[config.mk]
export PLATFORM = sky130hd
export DESIGN_NAME = hazard_sched
export DESIGN_NICKNAME = d
export VERILOG_FILES = /design/src/rtl/riscv_pkg.sv /design/src/rtl/fwd_sel_unit.sv /design/src/rtl/hazard_sched.sv
export SDC_FILE = /design/constraint.sdc
export NUM_CORES = 1
export LEC_CHECK = 0
export ABC_AREA = 1
export CAP_MARGIN = 5
export CORE_MARGIN = 2
export CORE_UTILIZATION = 45
export DETAILED_ROUTE_END_ITERATION = 10
export GPL_ROUTABILITY_DRIVEN = 0
export PLACE_DENSITY_LB_ADDON = 0.25
export SETUP_SLACK_MARGIN = 0.05
export SLEW_MARGIN = 20
export SYNTH_ARGS = -nofsm -noshare
export SYNTH_HDL_FRONTEND = slang
export SYNTH_SLANG_ARGS = --single-unit
export TNS_END_PERCENT = 100
[constraint.sdc]
create_clock -name clk -period 1.8 [get_ports clk]
set_input_delay 0.18 -clock clk [delete_from_list [all_inputs] [get_ports clk]]
set_output_delay 0.18 -clock clk [all_outputs]
set_load 0.02 [all_outputs]
[src/rtl/riscv_pkg.sv]
// Shared types for the hazard scheduler:
// forward selects, FSM states and per-stage records.
package riscv_pkg;

    localparam int MAX_REGW = 8;

    typedef enum logic [1:0] {
        FWD_RF  = 2'b00,
        FWD_WB  = 2'b01,
        FWD_MEM = 2'b10
    } fwd_sel_e;

    typedef enum logic {
        RUN    = 1'b0,
        FREEZE = 1'b1
    } hz_state_e;

    typedef struct packed {
        logic                valid;
        logic [MAX_REGW-1:0] rs1;
        logic [MAX_REGW-1:0] rs2;
        logic [MAX_REGW-1:0] rd;
        logic                regwrite;
        logic                memread;
    } stage_info_t;

endpackage

[src/rtl/fwd_sel_unit.sv]
// Forward select for one ALU operand.
// MEM beats WB; x0 never forwards.
module fwd_sel_unit
    import riscv_pkg::*;
(
    input  logic [MAX_REGW-1:0] src,
    input  logic                mem_ok,
    input  logic [MAX_REGW-1:0] mem_rd,
    input  logic                wb_ok,
    input  logic [MAX_REGW-1:0] wb_rd,
    output fwd_sel_e            sel
);

    localparam logic [MAX_REGW-1:0] X0 = '0;

    // compare against MEM first, then WB
    always_comb begin
        sel = FWD_RF;
        if (mem_ok && mem_rd != X0 && mem_rd == src) begin
            sel = FWD_MEM;
        end else if (wb_ok && wb_rd != X0 && wb_rd == src) begin
            sel = FWD_WB;
        end
    end

endmodule

[src/rtl/hazard_sched.sv]
// Pipeline hazard scheduler: load-use stall,
// branch flush, memory freeze and forwarding.
module hazard_sched
    import riscv_pkg::*;
#(
    parameter int REGW = 5,
    parameter int CNTW = 16
) (
    input  logic            clk,
    input  logic            rst_n,
    input  logic            id_valid,
    input  logic [REGW-1:0] id_rs1,
    input  logic [REGW-1:0] id_rs2,
    input  logic [REGW-1:0] id_rd,
    input  logic            id_regwrite,
    input  logic            id_memread,
    input  logic            ex_branch_taken,
    input  logic            mem_busy,
    output logic            stall_if,
    output logic            stall_id,
    output logic            flush_id,
    output logic            flush_ex,
    output logic            freeze,
    output logic [1:0]      fwd_a_sel,
    output logic [1:0]      fwd_b_sel,
    output logic [CNTW-1:0] stall_cnt,
    output logic [CNTW-1:0] flush_cnt
);

    localparam logic [MAX_REGW-1:0] X0 = '0;
    localparam logic [CNTW-1:0] CNT_MAX = '1;

    stage_info_t ex_q;
    stage_info_t mem_q;
    stage_info_t wb_q;
    stage_info_t id_info;

    hz_state_e state;
    hz_state_e state_nx;

    logic load_use;
    logic stall;
    logic flush;
    logic bubble;
    logic mem_ok;
    logic wb_ok;

    fwd_sel_e sel_a;
    fwd_sel_e sel_b;

    // fields tracked for completeness but not read here
    logic unused_fields;
    assign unused_fields = ^{ex_q.regwrite,
                             mem_q.rs1, mem_q.rs2,
                             wb_q.rs1, wb_q.rs2,
                             wb_q.memread};

    // widen the ID-stage fields into a stage record
    always_comb begin
        id_info          = '0;
        id_info.valid    = id_valid;
        id_info.rs1      = MAX_REGW'(id_rs1);
        id_info.rs2      = MAX_REGW'(id_rs2);
        id_info.rd       = MAX_REGW'(id_rd);
        id_info.regwrite = id_regwrite;
        id_info.memread  = id_memread;
    end

    assign load_use = id_valid && ex_q.valid
                   && ex_q.memread && ex_q.rd != X0
                   && (ex_q.rd == id_info.rs1
                       || ex_q.rd == id_info.rs2);

    // a taken branch or a load-use both empty EX
    assign bubble = load_use || ex_branch_taken;

    // next state and control outputs; freeze masks all
    always_comb begin
        state_nx = state;
        stall    = 1'b0;
        flush    = 1'b0;
        unique case (state)
            RUN: begin
                if (mem_busy) state_nx = FREEZE;
            end
            FREEZE: begin
                if (!mem_busy) state_nx = RUN;
            end
        endcase
        if (rst_n && !mem_busy) begin
            flush = ex_branch_taken;
            stall = load_use && !ex_branch_taken;
        end
    end

    assign stall_if = stall;
    assign stall_id = stall;
    assign flush_id = flush;
    assign flush_ex = flush;
    assign freeze   = mem_busy;

    // FSM state register
    always_ff @(posedge clk) begin
        if (!rst_n) begin
            state <= RUN;
        end else begin
            state <= state_nx;
        end
    end

    // advance stage records unless memory holds the pipe
    always_ff @(posedge clk) begin
        if (!rst_n) begin
            ex_q  <= '0;
            mem_q <= '0;
            wb_q  <= '0;
        end else if (!mem_busy) begin
            wb_q  <= mem_q;
            mem_q <= ex_q;
            ex_q  <= bubble ? '0 : id_info;
        end
    end

    // saturating event counters
    always_ff @(posedge clk) begin
        if (!rst_n) begin
            stall_cnt <= '0;
            flush_cnt <= '0;
        end else begin
            if (stall && stall_cnt != CNT_MAX) begin
                stall_cnt <= stall_cnt + CNTW'(1);
            end
            if (flush && flush_cnt != CNT_MAX) begin
                flush_cnt <= flush_cnt + CNTW'(1);
            end
        end
    end

    assign mem_ok = mem_q.valid && mem_q.regwrite
                 && !mem_q.memread;
    assign wb_ok  = wb_q.valid && wb_q.regwrite;

    fwd_sel_unit u_fwd_a (
        .src    (ex_q.rs1),
        .mem_ok (mem_ok),
        .mem_rd (mem_q.rd),
        .wb_ok  (wb_ok),
        .wb_rd  (wb_q.rd),
        .sel    (sel_a)
    );

    fwd_sel_unit u_fwd_b (
        .src    (ex_q.rs2),
        .mem_ok (mem_ok),
        .mem_rd (mem_q.rd),
        .wb_ok  (wb_ok),
        .wb_rd  (wb_q.rd),
        .sel    (sel_b)
    );

    assign fwd_a_sel = rst_n ? sel_a : FWD_RF;
    assign fwd_b_sel = rst_n ? sel_b : FWD_RF;

endmodule

==> impl_metrics.yaml, run 1 <==
power:
  cellLeakagePower_nw: 2.03
  finalPower_mw: 3.36
  p_seq_frac: 0.450
  ir_drop_mv: 0.420
  p_comb_frac: 0.115
  power_density_nw_per_um2: 685
  swShare: 0.241
  p_int_mw: 2.55
  switchingPower_mw: 0.811
  clockPowerShare: 0.435
worst_setup_path:
  crit_type: "flop to primary output"
  required_ns: 1.62
  cp_slowest_cell: "dfxtp_2"
  setup.worst_path.end_class: "primary output"
  slowest_delay_ns: 0.33
  start_kind: "flop"
  crit_fanout: 3
  crit_top_cell: "nor2_1"
  cp_data_arrival_time_ns: 1.59
  crit_chain: "buf_6, xor2_1, nor2_1, nand4_1, nor2_1, nor3_1, buf_2"
timing:
  rsz0062_at_grt: "true"
  slew_headroom: 0.655
  clock.fmax_mhz: 565
  slew_violations: 0
  min_period_ns: 1.77
  finalHoldViolCount: 0
  finalSetupViolations: 0
  final.setup.worst_slack_ns: 0.0293
  worst_pin_slew_ns: 0.513
  final.period_utilization: 0.984
  fin_skew_ns: 0.0141
floorplanning:
  die_w_um: 93.6
  io_pins: 63
  die_y_um: 93.6
  die-area_um2: 8760
  rows: 32
  initial_core_util: 0.465
  core_um2: 7770
grt:
  grtUsageMet1: 0.285
  grt_pass1_vias: 3340
  use_met3: 0.0419
  grt_pass1_wl_mm: 15.3
  use_met2: 0.348
  track_usage: 0.214
  antenna_found_initial: 0
  grt_max_degree: 34
  gr-total-overflow: 0
  busiest_layer: "met2"
placement:
  placed_area_um2: 4510
  pre_cts_ws_ns: -0.310
  dpl.hpwl_mm: 6.42
  portBuffers: 62
  place_inst: 711
yosys:
  yosys_warnings: 0
  ys.flop_type: "dfxtp_1"
  async_reset_ff_frac: 0
  ys_top_cells_by_area: "dfxtp_1, nand2_1, nor2_1"
  yosysTopAreaCell: "dfxtp_1"
  yosysUniqueCellTypes: 38
  yosysTopAreaCellShare: 0.360
  avgSynthCellArea_um2: 6.78
  netlist_instances: 533
  ys_seq_area_frac: 0.360
  ys_ff_latch: 65
  synth_nets: 557
  synth-edff-count: 0
  syn-cell-area_um2: 3610
cells_and_area:
  final_util: 0.631
  fin_nets: 645
  area_growth_pct: 35.7
  final_cells: 728
  antenna_cells: 0
  drive_above_1_share: 0.217
  nFillCells: 678
  postLayoutCellArea_um2: 4900
detailed_routing:
  drc_errors: 0
  drt.antenna.violating_nets: 0
  first_pass_iters: 4
  vias_per_cell: 5.05
  wl_per_cell_um: 12.4
  route.vias.total: 3674
  drt-initial-drc-count: 192
  wl_mm: 9.04
clock_tree:
  holdBufCountCts: 0
  clk_path_buf_depth: 2
  cts_sinks: 65
  cts.htree.levels: 3
  clock_latency_ns: 0.34
  clk_pin_slew_worst_paths_ns: 0.08
  cts-root-buf: "clkbuf_8"
  cts_tree: "yes"
  numCtsBuffers: 9
job:
  max_cap_violations: 0
hold_path:
  hp-class: "input port to flop"
run_status:
  outcome: "completed"
## synth_stat cells (8+ instances only)
library cell  number
clkbuf_1          10
o21ai_0           24
xnor2_1           10
inv_2              8
xor2_1            10
inv_1             53
nor3_1            15
a21oi_1           37
nand4_1           29
nand2_1          123
dfxtp_1           65
nand2_2           10
nor2_1            72
nand3_1           14
## state kept, by name, indices dropped and copies added, names as in the netlist
| register | count |
|---|---|
| wb_q | 7 |
| stall_cnt | 16 |
| ex_q | 18 |
| flush_cnt | 16 |
| mem_q | 8 |
## metal layers
metal  vias up  part of all wire
met4         0             0.017
met3        15             0.042
li1       1899                 -
met2        87              0.47
met5         -                 0
met1      1673              0.47
## metrics by stage
stage          hold slack, ns  setup TNS [ns]
2_1_floorplan           0.347               0
3_3_place_gp            0.454           -3.67
3_5_place_dp            0.454           -5.02
4_1_cts                 0.397               0
5_1_grt                 0.416          -0.166
6_report                0.408               0
## layout by cell type, fill, tap and decap left out, drive strengths merged
cell             n
a21oi           39
a221oi           1
a31oi            2
buf             42
bufinv           2
clkbuf          12
clkdlybuf4s50   54
clkinv           3
dfxtp           65
dlygate4sd2      2
ha               2
inv             61
nand2          134
nand3           18
nand3b           3
nand4           30
nor2            84
nor3            15
nor3b            3
nor4             1
o21ai           28
o22ai            1
o311ai           1
o31ai            1
or2              2
xnor2           10
xor2            10
## logic make-up (layout without fill, tap and decap cells)
kind of cell | count (synthesis) | count (layout) | synth area share
compound gates | 73 | 73 | 0.107
xor+xnor | 20 | 20 | 0.0485
fa+ha+maj | 2 | 2 | 0.00693
buf+inv | 83 | 176 | 0.0953
flops | 65 | 65 | 0.360
simple gates | 290 | 290 | 0.382
## worst paths after layout
path | end | slack, ns | start | depth (start not counted)
hold / removal | ex_q[5] | 0.41 | id_rd[3] | 3
setup reg to reg | ex_q[12] | 0.16 | ex_q[6] | 8
setup / recovery | fwd_b_sel[0] | 0.03 | ex_q[10] | 7
hold reg to reg | ex_q[1] | 0.47 | ex_q[1] | 2
## power groups by stage
stage          combinational, mW  clock [mW]  sequential (mW)
6_report                   0.386        1.46             1.51
5_1_grt                    0.425        1.55             1.52
3_3_place_gp               0.355           0             1.54
2_1_floorplan              0.209           0             1.54
3_5_place_dp               0.360           0             1.54
4_1_cts                    0.370        1.48             1.52
## area by class of cell
type                            count  area (um^2)  area share
Multi-Input combinational cell    385         2070       0.422
Sequential cell                    65         1350       0.275
Timing Repair Buffer               98          883       0.180
Inverter                           62          235      0.0480
Clock buffer                       12          165      0.0337
Tap cell                          102          128      0.0260
Clock inverter                      4         73.8      0.0151
## timing repair
action / CTS / global route
pin swaps: 4 / 12
buffers inserted: 0 / 1
gates cloned: 0 / 0
resized for setup: 50 / 44
setup endpoints to repair: 14 / 46
## worst max-delay path, delay by kind of cell, from the launching register on
kind / cells / cell delay [ns]
AND/OR/NAND/NOR: 4 / 0.41
flip-flops: 1 / 0.33
buffers and inverters: 2 / 0.30
XOR/XNOR: 1 / 0.21
Note: power is estimated with default switching activity, not from simulation.
==> run 2, diff against run 1 <==
Settings changed: CTS_BUF_LIST from default to sky130_fd_sc_hd__clkbuf_8 sky130_fd_sc_hd__clkbuf_16, CTS_CLUSTER_SIZE from default to 8.
==> results of run 2 <==
Final layout, timing and power as in run 1 (identical DEF).
